`src/rtl/zb_decoder_pkg.sv`:
```
// ============================================================================
// Module   : zb_decoder_pkg
// Brief    : Shared types for the decoder sequencer (sample format, FSM states).
// Revision : 1.0 - initial release
// ============================================================================
`default_nettype none

package zb_decoder_pkg;

    localparam int IQ_W = 4;

    typedef enum logic [1:0] {
        IDLE   = 2'd0,
        WARMUP = 2'd1,
        RUN    = 2'd2
    } seq_state_t;

    typedef struct packed {
        logic [IQ_W-1:0] i;
        logic [IQ_W-1:0] q;
    } iq_sample_t;

endpackage

`default_nettype wire

```
`src/rtl/zb_iq_fifo.sv`:
```
// ============================================================================
// Module   : zb_iq_fifo
// Brief    : Small synchronous FIFO of I/Q samples with flush.
// Revision : 1.0 - initial release
// ============================================================================
`default_nettype none

module zb_iq_fifo
    import zb_decoder_pkg::*;
#(
    parameter int DEPTH = 4
) (
    input  logic                  clk,
    input  logic                  reset,
    input  logic                  push,
    input  logic [2*IQ_W-1:0]     i_wr_data,
    input  logic                  pop,
    input  logic                  flush,
    output logic [2*IQ_W-1:0]     o_rd_data,
    output logic                  full,
    output logic                  empty
);

    localparam int c_AW = $clog2(DEPTH);

    iq_sample_t       r_mem [DEPTH];
    logic [c_AW-1:0]  r_wr_ptr;
    logic [c_AW-1:0]  r_rd_ptr;
    logic [c_AW:0]    r_count;
    logic             w_do_push;
    logic             w_do_pop;

    assign empty     = (r_count == '0);
    assign full      = (r_count == (c_AW+1)'(DEPTH));
    // A pop frees a slot in the same cycle, so a full FIFO still accepts a push.
    assign w_do_pop  = pop && !empty;
    assign w_do_push = push && (!full || w_do_pop);
    assign o_rd_data = r_mem[r_rd_ptr];

    always_ff @(posedge clk or posedge reset) begin
        if (reset) begin
            r_wr_ptr <= '0;
            r_rd_ptr <= '0;
            r_count  <= '0;
        end else if (flush) begin
            r_wr_ptr <= '0;
            r_rd_ptr <= '0;
            r_count  <= '0;
        end else begin
            if (w_do_push) r_wr_ptr <= r_wr_ptr + 1'b1;
            if (w_do_pop)  r_rd_ptr <= r_rd_ptr + 1'b1;
            case ({w_do_push, w_do_pop})
                2'b10:   r_count <= r_count + 1'b1;
                2'b01:   r_count <= r_count - 1'b1;
                default: r_count <= r_count;
            endcase
        end
    end

    always_ff @(posedge clk) begin
        if (w_do_push && !flush) r_mem[r_wr_ptr] <= i_wr_data;
    end

endmodule

`default_nettype wire

```
`src/rtl/zb_decoder_sequencer.sv`:
```
// ============================================================================
// Module   : zb_decoder_sequencer
// Brief    : Buffers ADC I/Q samples and replays them to the decoder with an
//            eoc strobe every EOC_PERIOD cycles; warm-up/lock FSM.
//            Optional watchdog: define ZB_SEQ_WATCHDOG_EN.
// Revision : 1.0 - initial release
// ============================================================================
`default_nettype none

module zb_decoder_sequencer
    import zb_decoder_pkg::*;
#(
    parameter int EOC_PERIOD     = 5,
    parameter int FIFO_DEPTH     = 4,
    parameter int WARMUP_SAMPLES = 16,
    parameter int TIMEOUT_CYCLES = 256
) (
    input  logic       clk,
    input  logic       reset,
    input  logic       enable,
    input  logic       adc_valid,
    input  logic [3:0] adc_i,
    input  logic [3:0] adc_q,
    input  logic       postfilter_ready,
    output logic       eoc,
    output logic [3:0] i_if,
    output logic [3:0] q_if,
    output logic [1:0] state,
    output logic       locked,
    output logic       overflow,
    output logic       underflow,
    output logic       timeout
);

    localparam logic [7:0] c_PERIOD_LAST = 8'(EOC_PERIOD - 1);
    localparam logic [7:0] c_WARM_N      = 8'(WARMUP_SAMPLES);

    seq_state_t          r_state;
    seq_state_t          w_state_nxt;
    logic [7:0]          r_period;
    logic [7:0]          r_warm_cnt;
    logic                r_eoc;
    logic [3:0]          r_i_if;
    logic [3:0]          r_q_if;
    logic                r_locked;
    logic                r_overflow;
    logic                r_underflow;
    logic                r_timeout;
    logic                w_active;
    logic                w_strobe;
    logic                w_push;
    logic                w_full;
    logic                w_empty;
    logic                w_warm_done;
    logic                w_wd_expire;
    logic [2*IQ_W-1:0]   w_head_bits;
    iq_sample_t          w_head;

    assign w_active    = (r_state != IDLE);
    assign w_strobe    = w_active && (r_period == c_PERIOD_LAST);
    assign w_push      = w_active && adc_valid;
    assign w_warm_done = (r_state == WARMUP) && (r_warm_cnt == c_WARM_N);
    assign w_head      = w_head_bits;

    zb_iq_fifo #(
        .DEPTH (FIFO_DEPTH)
    ) u_fifo (
        .clk       (clk),
        .reset     (reset),
        .push      (w_push),
        .i_wr_data ({adc_i, adc_q}),
        .pop       (w_strobe),
        .flush     (!w_active),
        .o_rd_data (w_head_bits),
        .full      (w_full),
        .empty     (w_empty)
    );

`ifdef ZB_SEQ_WATCHDOG_EN
    localparam int c_WD_W = $clog2(TIMEOUT_CYCLES + 1);

    logic [c_WD_W-1:0] r_wd_cnt;

    assign w_wd_expire = (r_state == RUN) && !postfilter_ready &&
                         (r_wd_cnt == c_WD_W'(TIMEOUT_CYCLES - 1));

    always_ff @(posedge clk or posedge reset) begin
        if (reset) begin
            r_wd_cnt <= '0;
        end else if ((r_state != RUN) || postfilter_ready || w_wd_expire) begin
            r_wd_cnt <= '0;
        end else begin
            r_wd_cnt <= r_wd_cnt + 1'b1;
        end
    end
`else
    assign w_wd_expire = 1'b0;
`endif

    always_ff @(posedge clk or posedge reset) begin
        if (reset) r_state <= IDLE;
        else       r_state <= w_state_nxt;
    end

    always_comb begin
        w_state_nxt = r_state;
        case (r_state)
            IDLE:    if (enable) w_state_nxt = WARMUP;
            WARMUP: begin
                if (!enable)                               w_state_nxt = IDLE;
                else if (w_warm_done && postfilter_ready)  w_state_nxt = RUN;
            end
            RUN: begin
                if (!enable)          w_state_nxt = IDLE;
                else if (w_wd_expire) w_state_nxt = WARMUP;
            end
            default: w_state_nxt = IDLE;
        endcase
    end

    always_ff @(posedge clk or posedge reset) begin
        if (reset) begin
            r_period    <= '0;
            r_warm_cnt  <= '0;
            r_eoc       <= 1'b0;
            r_i_if      <= '0;
            r_q_if      <= '0;
            r_locked    <= 1'b0;
            r_overflow  <= 1'b0;
            r_underflow <= 1'b0;
            r_timeout   <= 1'b0;
        end else begin
            r_locked <= (w_state_nxt == RUN);
            r_eoc    <= w_strobe;
            r_i_if   <= (w_strobe && !w_empty) ? w_head.i : '0;
            r_q_if   <= (w_strobe && !w_empty) ? w_head.q : '0;

            if (!w_active || w_strobe) r_period <= '0;
            else                       r_period <= r_period + 1'b1;

            // Strobes are never due in the evaluation cycle, so a restart cannot lose one.
            if ((r_state != WARMUP) || w_warm_done) r_warm_cnt <= '0;
            else if (w_strobe)                      r_warm_cnt <= r_warm_cnt + 1'b1;

            if (!w_active) begin
                r_overflow  <= 1'b0;
                r_underflow <= 1'b0;
                r_timeout   <= 1'b0;
            end else begin
                if (w_push && w_full && !w_strobe) r_overflow  <= 1'b1;
                if (w_strobe && w_empty)           r_underflow <= 1'b1;
                if (w_wd_expire)                   r_timeout   <= 1'b1;
            end
        end
    end

    assign eoc       = r_eoc;
    assign i_if      = r_i_if;
    assign q_if      = r_q_if;
    assign state     = r_state;
    assign locked    = r_locked;
    assign overflow  = r_overflow;
    assign underflow = r_underflow;
    assign timeout   = r_timeout;

endmodule

`default_nettype wire

```
`config.mk`:
```
export PLATFORM = sky130hd
export DESIGN_NAME = zb_decoder_sequencer
export DESIGN_NICKNAME = d
export VERILOG_FILES = /design/src/rtl/zb_decoder_pkg.sv /design/src/rtl/zb_iq_fifo.sv /design/src/rtl/zb_decoder_sequencer.sv
export SDC_FILE = /design/constraint.sdc
export NUM_CORES = 1
export LEC_CHECK = 0
export CORE_AREA = 2 2 70 88
export DETAILED_ROUTE_END_ITERATION = 6
export DIE_AREA = 0 0 72 90
export GPL_TIMING_DRIVEN = 0
export PLACE_DENSITY_LB_ADDON = 0.3
export RECOVER_POWER = 50
export SLEW_MARGIN = 25
export SYNTH_ARGS = -nofsm -noshare
export SYNTH_HDL_FRONTEND = slang
export SYNTH_SLANG_ARGS = --single-unit
```
`constraint.sdc`:
```
create_clock -name clk -period 3.4 [get_ports clk]
set_input_delay 0.85 -clock clk [delete_from_list [all_inputs] [get_ports clk]]
set_output_delay 0.85 -clock clk [all_outputs]
set_load 0.02 [all_outputs]
```
# Yosys cells after proc, flatten, opt, wreduce, memory -nomap -nowiden
# Memory sizes are Yosys's and may differ from the RTL's.
# Index checks and enable logic that the tools add are counted.
dict set report classes {
  muxes 22
  reduce_logical 21
  addsub 6
  eq_ne 14
}
# operator count
set ops {}
lappend ops {{2-to-1 mux 8 bit} 3}
lappend ops {{adder 8 x 1 -> 8 bit (second input constant)} 2}
lappend ops {{2-to-1 mux 2 bit} 8}
lappend ops {{logical AND 1 bit} 10}
lappend ops {{!= test 2 x 1 -> 1 bit (second input constant)} 5}
lappend ops {{== test 8 x 3 -> 1 bit (second input constant)} 1}
lappend ops {{== test 8 x 5 -> 1 bit (second input constant)} 1}
lappend ops {{2-to-1 mux 4 bit} 2}
lappend ops {{== test 2 bit (second input constant)} 3}
lappend ops {{2-to-1 mux 1 bit} 6}
lappend ops {{one-hot mux 2 bit (3 select lines)} 1}
lappend ops {{one-hot mux 3 bit (2 select lines)} 1}
lappend ops {{adder 2 x 1 -> 2 bit (second input constant)} 2}
lappend ops {{== test 2 x 1 -> 1 bit (second input constant)} 2}
lappend ops {{zero test 1 bit} 4}
lappend ops {{nonzero test 2 bit} 2}
lappend ops {{adder 3 x 1 -> 3 bit (second input constant)} 1}
lappend ops {{== test 3 bit (second input constant)} 1}
lappend ops {{zero test 3 bit} 1}
lappend ops {{logical OR 1 bit} 3}
lappend ops {{2-to-1 mux 3 bit} 1}
lappend ops {{!= test 3 x 1 -> 1 bit (second input constant)} 1}
lappend ops {{subtractor 3 x 1 -> 3 bit (second input constant)} 1}
lappend ops {{zero test 2 bit} 1}
dict set report totals {
  out_inout_bits 15
  input_bits 13
  ramBits 32
  reg_bits 37
  wordCells 76
  n_memories 1
}
# name words word_bits rd rd_clocked_by_memory_dff wr line
set memory_table {}
lappend memory_table {u_fifo.r_mem 4 8 1 0 1 zb_iq_fifo.sv:26} ;# iq_sample_t r_mem [DEPTH];

# Logic depth before layout (Yosys ltp)
dict set report depth {
  depth_word 8
  mapped_depth 11
  depth_no_buf 10
}

# Modules after synthesis
# Synthesis repeated with hierarchy kept, for this count alone.
dict set report hier_totals {
  cells_unflattened 236
  hier_area_um2 3101.7
}
# module area_per_inst_um2 cells_per_inst instances
set by_module_without_submodules {}
lappend by_module_without_submodules {zb_iq_fifo 1737.9 107 1}
lappend by_module_without_submodules {zb_decoder_sequencer 1363.8 129 1}

# Least setup slack after synthesis
# OpenSTA, ideal clock, no wires.
dict set report synth_timing {
  path_kind {register -> register}
  from {reg r_period[5]}
  to {reg u_fifo.r_count[1]}
  stages_incl_launch_ff 9
  t_required_ns 3.263
  arrival_ns 2.392
  period_less_slack_ns 2.529
  setup_slack_ns 0.871
  path_cell_list {dfrtp_1 > nor4_1 > nand2_1 > nor4_1 > fa_1 > nand2_1 > a21oi_1 > a32oi_1 > o21ai_0}
}
dict set report synth_between {
  elab_chain_len 8
}
# item line
set synth_lines {}
lappend synth_lines {{start, declared} zb_decoder_sequencer.sv:40} ;# logic [7:0] r_period;
lappend synth_lines {{start signal, assigned} zb_decoder_sequencer.sv:139} ;# else r_period <= r_period + 1'b1;
lappend synth_lines {{== test 8 x 3 -> 1 bit (*)} zb_decoder_sequencer.sv:60} ;# assign w_strobe = w_active && (r_period == c_PERIOD_LAST);
lappend synth_lines {{logical AND 1 bit (*)} zb_decoder_sequencer.sv:60}
lappend synth_lines {{logical AND 1 bit (*)} zb_iq_fifo.sv:36} ;# assign w_do_pop = pop && !empty;
lappend synth_lines {{logical OR 1 bit} zb_iq_fifo.sv:37} ;# assign w_do_push = push && (!full || w_do_pop);
lappend synth_lines {{logical AND 1 bit} zb_iq_fifo.sv:37}
lappend synth_lines {{== test 2 x 1 -> 1 bit or == test 2 bit (tied branches)} zb_iq_fifo.sv:52} ;# case ({w_do_push, w_do_pop})
lappend synth_lines {{one-hot mux 3 bit (2 select lines)} zb_iq_fifo.sv:52}
lappend synth_lines {{2-to-1 mux 3 bit} zb_iq_fifo.sv:45} ;# end else if (flush) begin
lappend synth_lines {{end signal, assigned} zb_iq_fifo.sv:53} ;# 2'b10: r_count <= r_count + 1'b1;
lappend synth_lines {{end signal, assigned} zb_iq_fifo.sv:54} ;# 2'b01: r_count <= r_count - 1'b1;
lappend synth_lines {{end signal, assigned} zb_iq_fifo.sv:55} ;# default: r_count <= r_count;
lappend synth_lines {{end, declared} zb_iq_fifo.sv:29} ;# logic [c_AW:0] r_count;
# Every way passes the cells marked *; elsewhere a longest branch is shown, timed or not.
# A chain may end at the register's enable or synchronous reset.

# Worst setup path after layout
dict set report layout_timing {
  from {reg r_period[5]}
  to {mem u_fifo.r_mem[0][7] (netlist name) (enable)}
}
dict set report layout_between {
  elab_chain_len 8
}
# item line
set layout_lines {}
lappend layout_lines {{== test 8 x 3 -> 1 bit} zb_decoder_sequencer.sv:60}
lappend layout_lines {{logical AND 1 bit} zb_decoder_sequencer.sv:60}
lappend layout_lines {{logical AND 1 bit} zb_iq_fifo.sv:36}
lappend layout_lines {{logical OR 1 bit} zb_iq_fifo.sv:37}
lappend layout_lines {{logical AND 1 bit} zb_iq_fifo.sv:37}
lappend layout_lines {{logical AND 1 bit} zb_iq_fifo.sv:61} ;# if (w_do_push && !flush) r_mem[r_wr_ptr] <= i_wr_data;
lappend layout_lines {{2-to-1 mux 1 bit} zb_iq_fifo.sv:61}
lappend layout_lines {{2-to-1 mux 1 bit (not written as such)} zb_iq_fifo.sv:61}
lappend layout_lines {{end, declared} zb_iq_fifo.sv:26}
# No other way between the ends.

==> qor.yml <==
drc_errors: 0
crit_required_ps: 3390
grt_pass1_wl_microns: 9060
critPathKind: "reg -> reg"
core_area_sq_um: 5700
fin_ws_ps: 512
synthToLayoutAreaGrowth_pct: 17.4
p_per_area_nw_per_um2: 460
ys_ff_latch: 69
clkPwrFrac_pct: 36.4
yosys.area.top_type: "edfxtp_1"
htree_levels: 3
setup-violations-final: 0
nFillCells: 441
grt_start_max_net_pins: 26
vias: 1885
cts_buffer_depth: 2
drtIter0Drc: 53
postRouteAntennaNets: 0
pre_cts_slack_ps: 125
slew_violations: 0
antenna_cells: 0
sequentialPowerShare_pct: 56.2
dp_hpwl_microns: 3720
synth_flop_cell: "dfrtp_1"
finalWirelength_microns: 5400
yosys_warnings: 0
initial_core_util_pct: 53.0
clkTransAtPathRegs_ps: 80
numCtsBuffers: 9
via_per_inst: 5.54
yosysSeqAreaShare_pct: 62.5
nets: 291
tightest_slew_ps: 1380
path_max_fanout: 10
arrival_ps: 2880
gp_congestion: 0.796
port_buffers: 26
irDropWorstVdd_mv: 0.330
die_w_microns: 72
rsz0062_at_grt: "no"
drv_cap: 0
fmax_mhz: 346
slew_headroom_pct: 8.13
min_period_ps: 2890
cts_tree: "yes"
dpl.cell_count: 324
rows: 31
hold_path_class: "reg -> reg"
synth_edf_count: 32
combPwrFrac_pct: 7.4
final_cell_mix: "dfrtp_1, edfxtp_1, nor2_1"
clock-root-buffer: "clkbuf_8"
ys_async_sr_fraction_pct: 53.6
clk_latency_ps: 350
mostFrequentLayoutCell: "dfrtp_1"
hold_viol_final: 0
finalNonFillerCells: 340
io_pins: 28
p_switching_mw: 0.413
post-route-period-util_pct: 85.0
syn-instance-count: 231
outcome: "finished clean"
clock-sinks: 69
yosys.cell_types.count: 47
wire_per_inst_microns: 15.9
whs_ps: 522
internal_power_mw: 1.22
antenna_found_initial: 0
finalClockSkew_ps: 8.15
netlist_area_sq_um: 3020
syn_area_per_cell_sq_um: 13.1
p_sw_share_pct: 25.3
synth_top_area_share_pct: 31.8
chipHeight_microns: 90
grt_overflow: 0
p_leak_nw: 1.41
synth.net_count: 253
critPathCaptureType: "flop"
firstDrtPassIters: 4
drive_gt1_share_pct: 12.0
grt_usage_pct: 19.0
synthTopCellsByArea: "edfxtp_1, dfrtp_1, mux4_2"
grt_pass1_vias: 1874
cts_hold_buffers: 0
die_area_sq_um: 6480
total_power_mw: 1.63
startpoint_type: "flop"
fin_tns_setup_ps: 0
-- logic make-up after synthesis --
kind of cell	count (synthesis)	synth area share, %
multiplexers	10	6.67
buffers and inverters	18	2.40
adder cells (fa/ha/maj)	9	3.98
AO/OA/AOI/OAI	25	5.22
XOR/XNOR	13	3.77
other	1	0.124
AND/OR/NAND/NOR	86	15.3
flip-flops	69	62.5
-- final timing paths --
| kind | from | to | slack, ps | depth (start not counted) |
|---|---|---|---|---|
| max in group asynchronous | reset | eoc | 820 | 3 |
| worst max-delay path | r_period[5] | u_fifo.r_mem[0][7] | 510 | 4 |
| min in group asynchronous | reset | r_period[5] | 940 | 2 |
| worst min-delay path | overflow | overflow | 520 | 2 |
| worst min register to register | overflow | overflow | 520 | 2 |
| worst max register to register | r_period[5] | u_fifo.r_mem[0][7] | 510 | 4 |
-- worst max-delay path, cell delays in order (launching register included) --
cell and delay (ps):
dfrtp_1 440, nor4_2 600, nand2_1 400, a31oi_1 580, and2_1 500
-- metrics by stage --
stage	util, %	instance area, sq um
finish	62.2	3550
detailed placement	59.3	3380
floorplan	-	3020
CTS	62.4	3560
global placement	59.0	3360
global route	62.2	3550
-- metal layers --
| layer | vias up | routed length [microns] | global-route usage (%) |
|---|---|---|---|
| met5 | - | 0 | 0 |
| met4 | 0 | 113 | 6.60 |
| met3 | 9 | 192 | 7.29 |
| met2 | 30 | 2850 | 31.3 |
| met1 | 931 | 2240 | 22.6 |
| li1 | 915 | - | - |
-- synth_stat cells (3+ instances only) --
| library cell | number |
|---|---|
| and2_1 | 5 |
| dfrtp_1 | 37 |
| ha_1 | 8 |
| nand2_1 | 13 |
| o211ai_1 | 3 |
| o21ai_0 | 3 |
| mux4_2 | 8 |
| inv_1 | 9 |
| nor4_1 | 3 |
| and3_1 | 11 |
| edfxtp_1 | 32 |
| xnor2_1 | 7 |
| a21oi_1 | 9 |
| nor2_1 | 22 |
| nor3_1 | 4 |
| nand3_1 | 8 |
| clkbuf_1 | 5 |
| xor2_1 | 6 |
-- registers in the layout, indices dropped and copies added (netlist names) --
| signal | flops |
|---|---|
| eoc | 1 |
| i_if | 4 |
| locked | 1 |
| overflow | 1 |
| q_if | 4 |
| r_period | 8 |
| r_warm_cnt | 8 |
| state | 2 |
| u_fifo.r_count | 3 |
| u_fifo.r_mem | 32 |
| u_fifo.r_rd_ptr | 2 |
| u_fifo.r_wr_ptr | 2 |
| underflow | 1 |
-- area by class of cell --
class                      instances  area (sq um)  area share, %
tap                               66          82.6           2.33
clock inverter                     6          47.5           1.34
sequential                        69          1890           53.2
timing repair buffer              27           264           7.45
buffer                             9          37.5           1.06
inverter                           9          33.8          0.953
multi-input combinational        144          1070           30.1
clock buffer                      10           128           3.60
-- power groups by stage --
| stage | Combinational [mW] | Clock (mW) | Sequential (mW) |
|---|---|---|---|
| 2_1_floorplan | 0.0747 | 0 | 0.932 |
| 3_3_place_gp | 0.120 | 0 | 0.933 |
| 3_5_place_dp | 0.127 | 0 | 0.935 |
| 4_1_cts | 0.127 | 0.611 | 0.917 |
| 5_1_grt | 0.136 | 0.646 | 0.920 |
| 6_report | 0.120 | 0.594 | 0.917 |
-- what timing repair did --
item | in CTS | in global routing
resized for setup | 0 | 1
buffers inserted | 0 | 0
endpoints found under the setup margin | 0 | 34
Power figures use the tool's default switching activity.
